**src/rtl/i2c_pkg.sv**
```systemverilog
// i2c_pkg: shared state encoding and bus-level constants for the I2C register target
package i2c_pkg;

    localparam int I2C_ADDR_W = 7;

    localparam logic ACK      = 1'b0;
    localparam logic NACK     = 1'b1;
    localparam logic RW_WRITE = 1'b0;
    localparam logic RW_READ  = 1'b1;

    typedef enum logic [3:0] {
        ST_IDLE,
        ST_ADDR,
        ST_ADDR_ACK,
        ST_PTR,
        ST_PTR_ACK,
        ST_WDATA,
        ST_WDATA_ACK,
        ST_RDATA,
        ST_RDATA_ACK
    } i2c_state_e;

endpackage

```
**src/rtl/i2c_line_filter.sv**
```systemverilog
// i2c_line_filter: synchronises one bus line, rejects short glitches and flags level edges
module i2c_line_filter #(
    parameter int FILTER_LEN = 2
) (
    input  logic clk,
    input  logic rst_n,
    input  logic line_i,
    output logic level_o,
    output logic rise_o,
    output logic fall_o
);

    logic [1:0] sync_q;
    logic [3:0] cnt_q;
    logic       level_q;
    logic       prev_q;

    // two-flop synchroniser, then a new level is accepted after FILTER_LEN matching samples
    always_ff @(posedge clk or negedge rst_n) begin
        if (!rst_n) begin
            sync_q  <= 2'b11;
            cnt_q   <= '0;
            level_q <= 1'b1;
            prev_q  <= 1'b1;
        end else begin
            sync_q <= {sync_q[0], line_i};
            prev_q <= level_q;
            if (sync_q[1] == level_q) begin
                cnt_q <= '0;
            end else if (cnt_q == 4'(FILTER_LEN - 1)) begin
                level_q <= sync_q[1];
                cnt_q   <= '0;
            end else begin
                cnt_q <= cnt_q + 4'd1;
            end
        end
    end

    assign level_o = level_q;
    assign rise_o  = level_q & ~prev_q;
    assign fall_o  = ~level_q & prev_q;

endmodule

```
**src/rtl/i2c_target_regs.sv**
```systemverilog
// i2c_target_regs: I2C target exposing a pointer-addressed bank of 8-bit registers
module i2c_target_regs
    import i2c_pkg::*;
#(
    parameter logic [I2C_ADDR_W-1:0] BASE_ADDR = 7'h50,
    parameter int NUM_ADDR_PINS = 2,
    parameter int DEPTH         = 16,
    parameter int FILTER_LEN    = 2,
    localparam int PW = (NUM_ADDR_PINS > 0) ? NUM_ADDR_PINS : 1,
    localparam int AW = $clog2(DEPTH)
) (
    input  logic          clk,
    input  logic          rst_n,
    input  logic          scl_i,
    input  logic          sda_i,
    output logic          sda_oe,
    input  logic [PW-1:0] addr_pins,
    input  logic          host_we,
    input  logic [AW-1:0] host_addr,
    input  logic [7:0]    host_wdata,
    output logic [7:0]    host_rdata,
    output logic          wr_valid,
    output logic [AW-1:0] wr_addr,
    output logic [7:0]    wr_data,
    output logic          busy
);

    localparam logic [I2C_ADDR_W-1:0] PIN_MASK = I2C_ADDR_W'((1 << NUM_ADDR_PINS) - 1);

    logic scl, scl_rise, scl_fall;
    logic sda, sda_rise, sda_fall;

    i2c_line_filter #(.FILTER_LEN(FILTER_LEN)) u_scl (
        .clk    (clk),
        .rst_n  (rst_n),
        .line_i (scl_i),
        .level_o(scl),
        .rise_o (scl_rise),
        .fall_o (scl_fall)
    );

    i2c_line_filter #(.FILTER_LEN(FILTER_LEN)) u_sda (
        .clk    (clk),
        .rst_n  (rst_n),
        .line_i (sda_i),
        .level_o(sda),
        .rise_o (sda_rise),
        .fall_o (sda_fall)
    );

    i2c_state_e                  state_q;
    logic [3:0]                  bit_cnt_q;
    logic [7:0]                  rx_q;
    logic [7:0]                  tx_q;
    logic [AW-1:0]               ptr_q;
    logic                        rw_q;
    logic                        sda_oe_q;
    logic                        busy_q;
    logic                        wr_valid_q;
    logic [AW-1:0]               wr_addr_q;
    logic [7:0]                  wr_data_q;
    logic [7:0]                  regs_q [DEPTH];

    logic                        start;
    logic                        stop;
    logic [I2C_ADDR_W-1:0]       tgt_addr;
    logic                        addr_hit;
    logic                        ptr_ok;
    logic                        byte_done;
    logic                        i2c_we;
    logic [AW-1:0]               ptr_nx;

    function automatic logic [AW-1:0] ptr_inc(input logic [AW-1:0] p);
        return (32'(p) == DEPTH - 1) ? '0 : p + 1'b1;
    endfunction

    assign start     = sda_fall & scl;
    assign stop      = sda_rise & scl;
    assign tgt_addr  = (BASE_ADDR & ~PIN_MASK) | (I2C_ADDR_W'(addr_pins) & PIN_MASK);
    assign addr_hit  = rx_q[7:1] == tgt_addr;
    assign ptr_ok    = 32'(rx_q) < DEPTH;
    assign byte_done = bit_cnt_q == 4'd8;
    assign ptr_nx    = ptr_inc(ptr_q);
    assign i2c_we    = (state_q == ST_WDATA) && scl_fall && byte_done && !start && !stop;

    // bus protocol engine: START/STOP take priority, bits are shifted on scl edges
    always_ff @(posedge clk or negedge rst_n) begin
        if (!rst_n) begin
            state_q    <= ST_IDLE;
            bit_cnt_q  <= '0;
            rx_q       <= '0;
            tx_q       <= '0;
            ptr_q      <= '0;
            rw_q       <= RW_WRITE;
            sda_oe_q   <= 1'b0;
            busy_q     <= 1'b0;
            wr_valid_q <= 1'b0;
            wr_addr_q  <= '0;
            wr_data_q  <= '0;
        end else begin
            wr_valid_q <= i2c_we;
            if (i2c_we) begin
                wr_addr_q <= ptr_q;
                wr_data_q <= rx_q;
            end
            if (start) begin
                state_q   <= ST_ADDR;
                bit_cnt_q <= '0;
                sda_oe_q  <= 1'b0;
                busy_q    <= 1'b1;
            end else if (stop) begin
                state_q  <= ST_IDLE;
                sda_oe_q <= 1'b0;
                busy_q   <= 1'b0;
            end else if (state_q != ST_IDLE) begin
                if (scl_rise) begin
                    rx_q      <= {rx_q[6:0], sda};
                    bit_cnt_q <= bit_cnt_q + 4'd1;
                end
                if (scl_fall) begin
                    case (state_q)
                        ST_ADDR: if (byte_done) begin
                            state_q  <= addr_hit ? ST_ADDR_ACK : ST_IDLE;
                            sda_oe_q <= addr_hit;
                            rw_q     <= rx_q[0];
                        end
                        ST_ADDR_ACK: begin
                            bit_cnt_q <= '0;
                            if (rw_q == RW_READ) begin
                                state_q  <= ST_RDATA;
                                tx_q     <= regs_q[ptr_q];
                                sda_oe_q <= ~regs_q[ptr_q][7];
                            end else begin
                                state_q  <= ST_PTR;
                                sda_oe_q <= 1'b0;
                            end
                        end
                        ST_PTR: if (byte_done) begin
                            state_q  <= ptr_ok ? ST_PTR_ACK : ST_IDLE;
                            sda_oe_q <= ptr_ok;
                            if (ptr_ok) ptr_q <= rx_q[AW-1:0];
                        end
                        ST_PTR_ACK, ST_WDATA_ACK: begin
                            state_q   <= ST_WDATA;
                            bit_cnt_q <= '0;
                            sda_oe_q  <= 1'b0;
                        end
                        ST_WDATA: if (byte_done) begin
                            state_q  <= ST_WDATA_ACK;
                            sda_oe_q <= 1'b1;
                            ptr_q    <= ptr_nx;
                        end
                        ST_RDATA: if (byte_done) begin
                            state_q  <= ST_RDATA_ACK;
                            sda_oe_q <= 1'b0;
                        end else begin
                            tx_q     <= {tx_q[6:0], 1'b0};
                            sda_oe_q <= ~tx_q[6];
                        end
                        ST_RDATA_ACK: if (rx_q[0] == ACK) begin
                            state_q   <= ST_RDATA;
                            bit_cnt_q <= '0;
                            ptr_q     <= ptr_nx;
                            tx_q      <= regs_q[ptr_nx];
                            sda_oe_q  <= ~regs_q[ptr_nx][7];
                        end else begin
                            state_q  <= ST_IDLE;
                            sda_oe_q <= 1'b0;
                        end
                        default: state_q <= ST_IDLE;
                    endcase
                end
            end
        end
    end

    // register bank: a same-cycle I2C write to the host's index lands last and wins
    always_ff @(posedge clk or negedge rst_n) begin
        if (!rst_n) begin
            for (int i = 0; i < DEPTH; i++) regs_q[i] <= '0;
        end else begin
            if (host_we) regs_q[host_addr] <= host_wdata;
            if (i2c_we) regs_q[ptr_q] <= rx_q;
        end
    end

    assign host_rdata = regs_q[host_addr];
    assign sda_oe     = sda_oe_q;
    assign busy       = busy_q;
    assign wr_valid   = wr_valid_q;
    assign wr_addr    = wr_addr_q;
    assign wr_data    = wr_data_q;

endmodule
```
**config.mk**
```make
export PLATFORM = sky130hd
export DESIGN_NAME = i2c_target_regs
export DESIGN_NICKNAME = d
export VERILOG_FILES = /design/src/rtl/i2c_pkg.sv /design/src/rtl/i2c_line_filter.sv /design/src/rtl/i2c_target_regs.sv
export SDC_FILE = /design/constraint.sdc
export NUM_CORES = 1
export LEC_CHECK = 0
export CAP_MARGIN = 15
export CORE_ASPECT_RATIO = 1.75
export CORE_MARGIN = 3
export CORE_UTILIZATION = 30
export DETAILED_ROUTE_END_ITERATION = 7
export PLACE_DENSITY = 0.5
export SLEW_MARGIN = 20
export SYNTH_ARGS = -nofsm -noshare
export SYNTH_HDL_FRONTEND = slang
export SYNTH_SLANG_ARGS = --single-unit
```
**constraint.sdc**
```tcl
create_clock -name clk -period 6.7 [get_ports clk]
set_clock_uncertainty 0.05 [all_clocks]
set_input_delay 1.005 -clock clk [delete_from_list [all_inputs] [get_ports clk]]
set_output_delay 1.005 -clock clk [all_outputs]
set_load 0.1 [all_outputs]
```
==> impl_metrics.ini <==
[floorplan]
dieHeight_um = 271
coreArea_mm2 = 0.0395
ios = 42
die-area_mm2 = 0.0428
die_w_um = 158
initial_core_util_pct = 30.5
rows = 96

[setup_path]
required_ns = 5.64
critPathCaptureType = primary output
cp-start-kind = primary input
arrival_ns = 4.08
slowest_delay_ns = 0.99
cp_max_fo = 26
crit_top_cell = mux4_2
cp_cell_sequence = buf_2 > buf_4 > mux4_2 > mux4_2 > clkdlybuf4s50_1
slowest_stage = clkdlybuf4s50_1
critPathKind = in2out

[final_layout]
area_delta_synth_final_pct = 10.9
multi_input_comb_area_mm2 = 0.00689
drive_gt1_share_pct = 16.8
seq_area_mm2 = 0.00469
diodes = 0
nNetsFinal = 1134
nFillCells = 3883

[yosys]
syn_inst = 1126
synth_top_area_share_pct = 37.1
synthXorXnorAreaFrac_pct = 0.871
yosysTopAreaCell = dfrtp_1
muxShareOfSynthArea_pct = 32.4
synth_common_cells = dfrtp_1 (179), mux2i_1 (167), nor2_1 (167)
yosysSeqAreaShare_pct = 38.9
ys_top_cells_by_area = dfrtp_1 (37%), mux4_2 (16%), mux2i_1 (14%)
syn_area_per_cell_um2 = 10.7
synth_adder_area_share_pct = 1.04
yosysUniqueCellTypes = 61
synth_top_family_by_area = multiplexers
synth_compound_area_share_pct = 11.9
synth-edff-count = 0
yosys.area_share.simple_pct = 10.8
synth_seq_cells = 187
syn-cell-area_mm2 = 0.0121
synthArstFlopShare_pct = 100
yosysWarningCount = 0
yosysMostFrequentCell = dfrtp_1
synthFlopType = dfrtp_1
syn-num-nets = 1155

[run_status]
status = completed

[detailed_routing]
viasPerCell = 5.63
drtAntennaViolNets = 0
drtIter0Drc = 714
drt-pass1-iter-count = 7
route.vias.total = 9046
drc = 0
avgRoutedWirePerCell_um = 24.3
routed_wl_um = 39100

[timing]
maxSlewHeadroom_pct = 20.4
rsz0062_at_grt = no
setup_viol = 0
slew_violations = 0
worst_pin_slew_ns = 1.19
hold_violations = 0
post-route-min-period_ns = 5.13
fmax_mhz = 195
setup_ws_ns = 1.57
finalCritPeriodShare_pct = 76.6
fin_setup_tns_ns = 0

[global_routing]
grt.total_usage_pct = 18.6
grt_start_max_net_pins = 139
antenna_found_initial = 0
grt_pass1_vias = 8845
grt_pass1_wl_um = 58800
grt-ovfl-total = 0

[clock_network]
htree_levels = 4
cts_tree = done
cts_root_buffer = clkbuf_16
cts_setup_buffers = 0
cts_sinks = 187
clkTransAtPathRegs_ns = 0.08
holdBufCountCts = 0
clk_latency_ns = 0.47
cts.path.max_buffers = 2
cts.repair.resized = 0
cts_buffers = 17

[pwr]
power_w = 0.00426
power_density_mw_per_mm2 = 319
p_leak_nw = 5.32
vdd_ir_drop_max_uv = 175

[worst_hold_path]
holdCritPathClass = reg2reg

[placed_design]
gp_congestion = 0.889
place_ws_ns = 1.50
post-dp-hpwl_um = 29100
port_buffers = 41

[job]
maxCapViolCount = 0
sequential cells by signal (all words and copies together), names as in the netlist:
name and cells:
u_sda.level_o 1, ptr_q 4, u_sda.prev_q 1, regs_q 128, u_scl.level_o 1, u_scl.sync_q 2, u_sda.cnt_q 4, u_sda.sync_q 2
u_scl.prev_q 1, wr_valid 1, busy 1, sda_oe 1, tx_q 7, wr_addr 4, rw_q 1, bit_cnt_q 4
u_scl.cnt_q 4, wr_data 8, rx_q 8, state_q 4
routing by layer:
layer	global-route usage [%]	vias up	routed length, um	share of wire [%]
met1	20.8	4599	14600	37
met5	0	-	0	0
met4	10.5	0	2200	5.6
li1	-	4153	-	-
met2	33.4	218	21200	54
met3	2.36	76	1120	2.9
kinds of logic (layout without fill, tap and decap cells):
family,after synthesis,after routing
flip-flops,187,187
buffers and inverters,111,103
multiplexers,282,282
AND/OR/NAND/NOR,288,288
AO/OA/AOI/OAI,236,236
adder cells (fa/ha/maj),10,10
XOR/XNOR,12,12
power breakdown:
part / internal [W] / switching [W] / leakage, nW
Combinational: 0.000638 / 0.000707 / 2.86
Sequential: 0.00140 / 0.000490 / 2.18
Clock: 0.000498 / 0.000530 / 0.277
Total: 0.00253 / 0.00173 / 5.32
per-stage QoR:
| step | hold WS, ns | util (%) | cell area (um2) | cells |
|---|---|---|---|---|
| final | 0.310 | 33.9 | 13400 | 1608 |
| after floorplan | 0.295 | - | 12100 | 1126 |
| after detailed placement | 0.300 | 32.4 | 12800 | 1576 |
| after global placement | 0.296 | 32.4 | 12800 | 1576 |
| after CTS | 0.311 | 33.9 | 13400 | 1608 |
| after global routing | 0.316 | 33.9 | 13400 | 1608 |
critical path, delay by kind of cell:
kind | cells | cell delay, ns
muxes | 2 | 1.08
buffers and inverters | 3 | 1.96
final timing paths:
kind	from	end	slack (ns)	cells past startpoint
setup reg to reg	ptr_q[1]	sda_oe	2.92	8
setup / recovery	host_addr[0]	host_rdata[5]	1.57	5
hold / removal	u_scl.sync_q[0]	u_scl.sync_q[1]	0.31	0
max in group asynchronous	rst_n	regs_q[64]	5.00	2
min in group asynchronous	rst_n	busy	0.42	1
hold reg to reg	u_scl.sync_q[0]	u_scl.sync_q[1]	0.31	0
layout make-up:
cell class,count,area share (%)
clock buffers,18,3.21
clock inverters,14,1.10
inverters,10,0.281
multi-input cells,828,51.5
flip-flops and latches,187,35.1
well taps,490,4.58
repair buffers,61,4.24
cells in the final DEF, fill, tap and decap left out, types with 10 or more instances in the layout:
| cell type | instances |
|---|---|
| dfrtp_1 | 177 |
| nor2_1 | 167 |
| mux2i_1 | 167 |
| a21oi_1 | 141 |
| mux4_2 | 84 |
| clkdlybuf4s50_1 | 38 |
| nand2_1 | 36 |
| mux2_2 | 31 |
| nand3_1 | 19 |
| buf_4 | 19 |
| clkbuf_16 | 17 |
| a221oi_1 | 15 |
| o21ai_0 | 14 |
| nor2b_1 | 10 |
| a22oi_1 | 10 |
| ha_1 | 10 |
(Power assumes the default switching activity.)
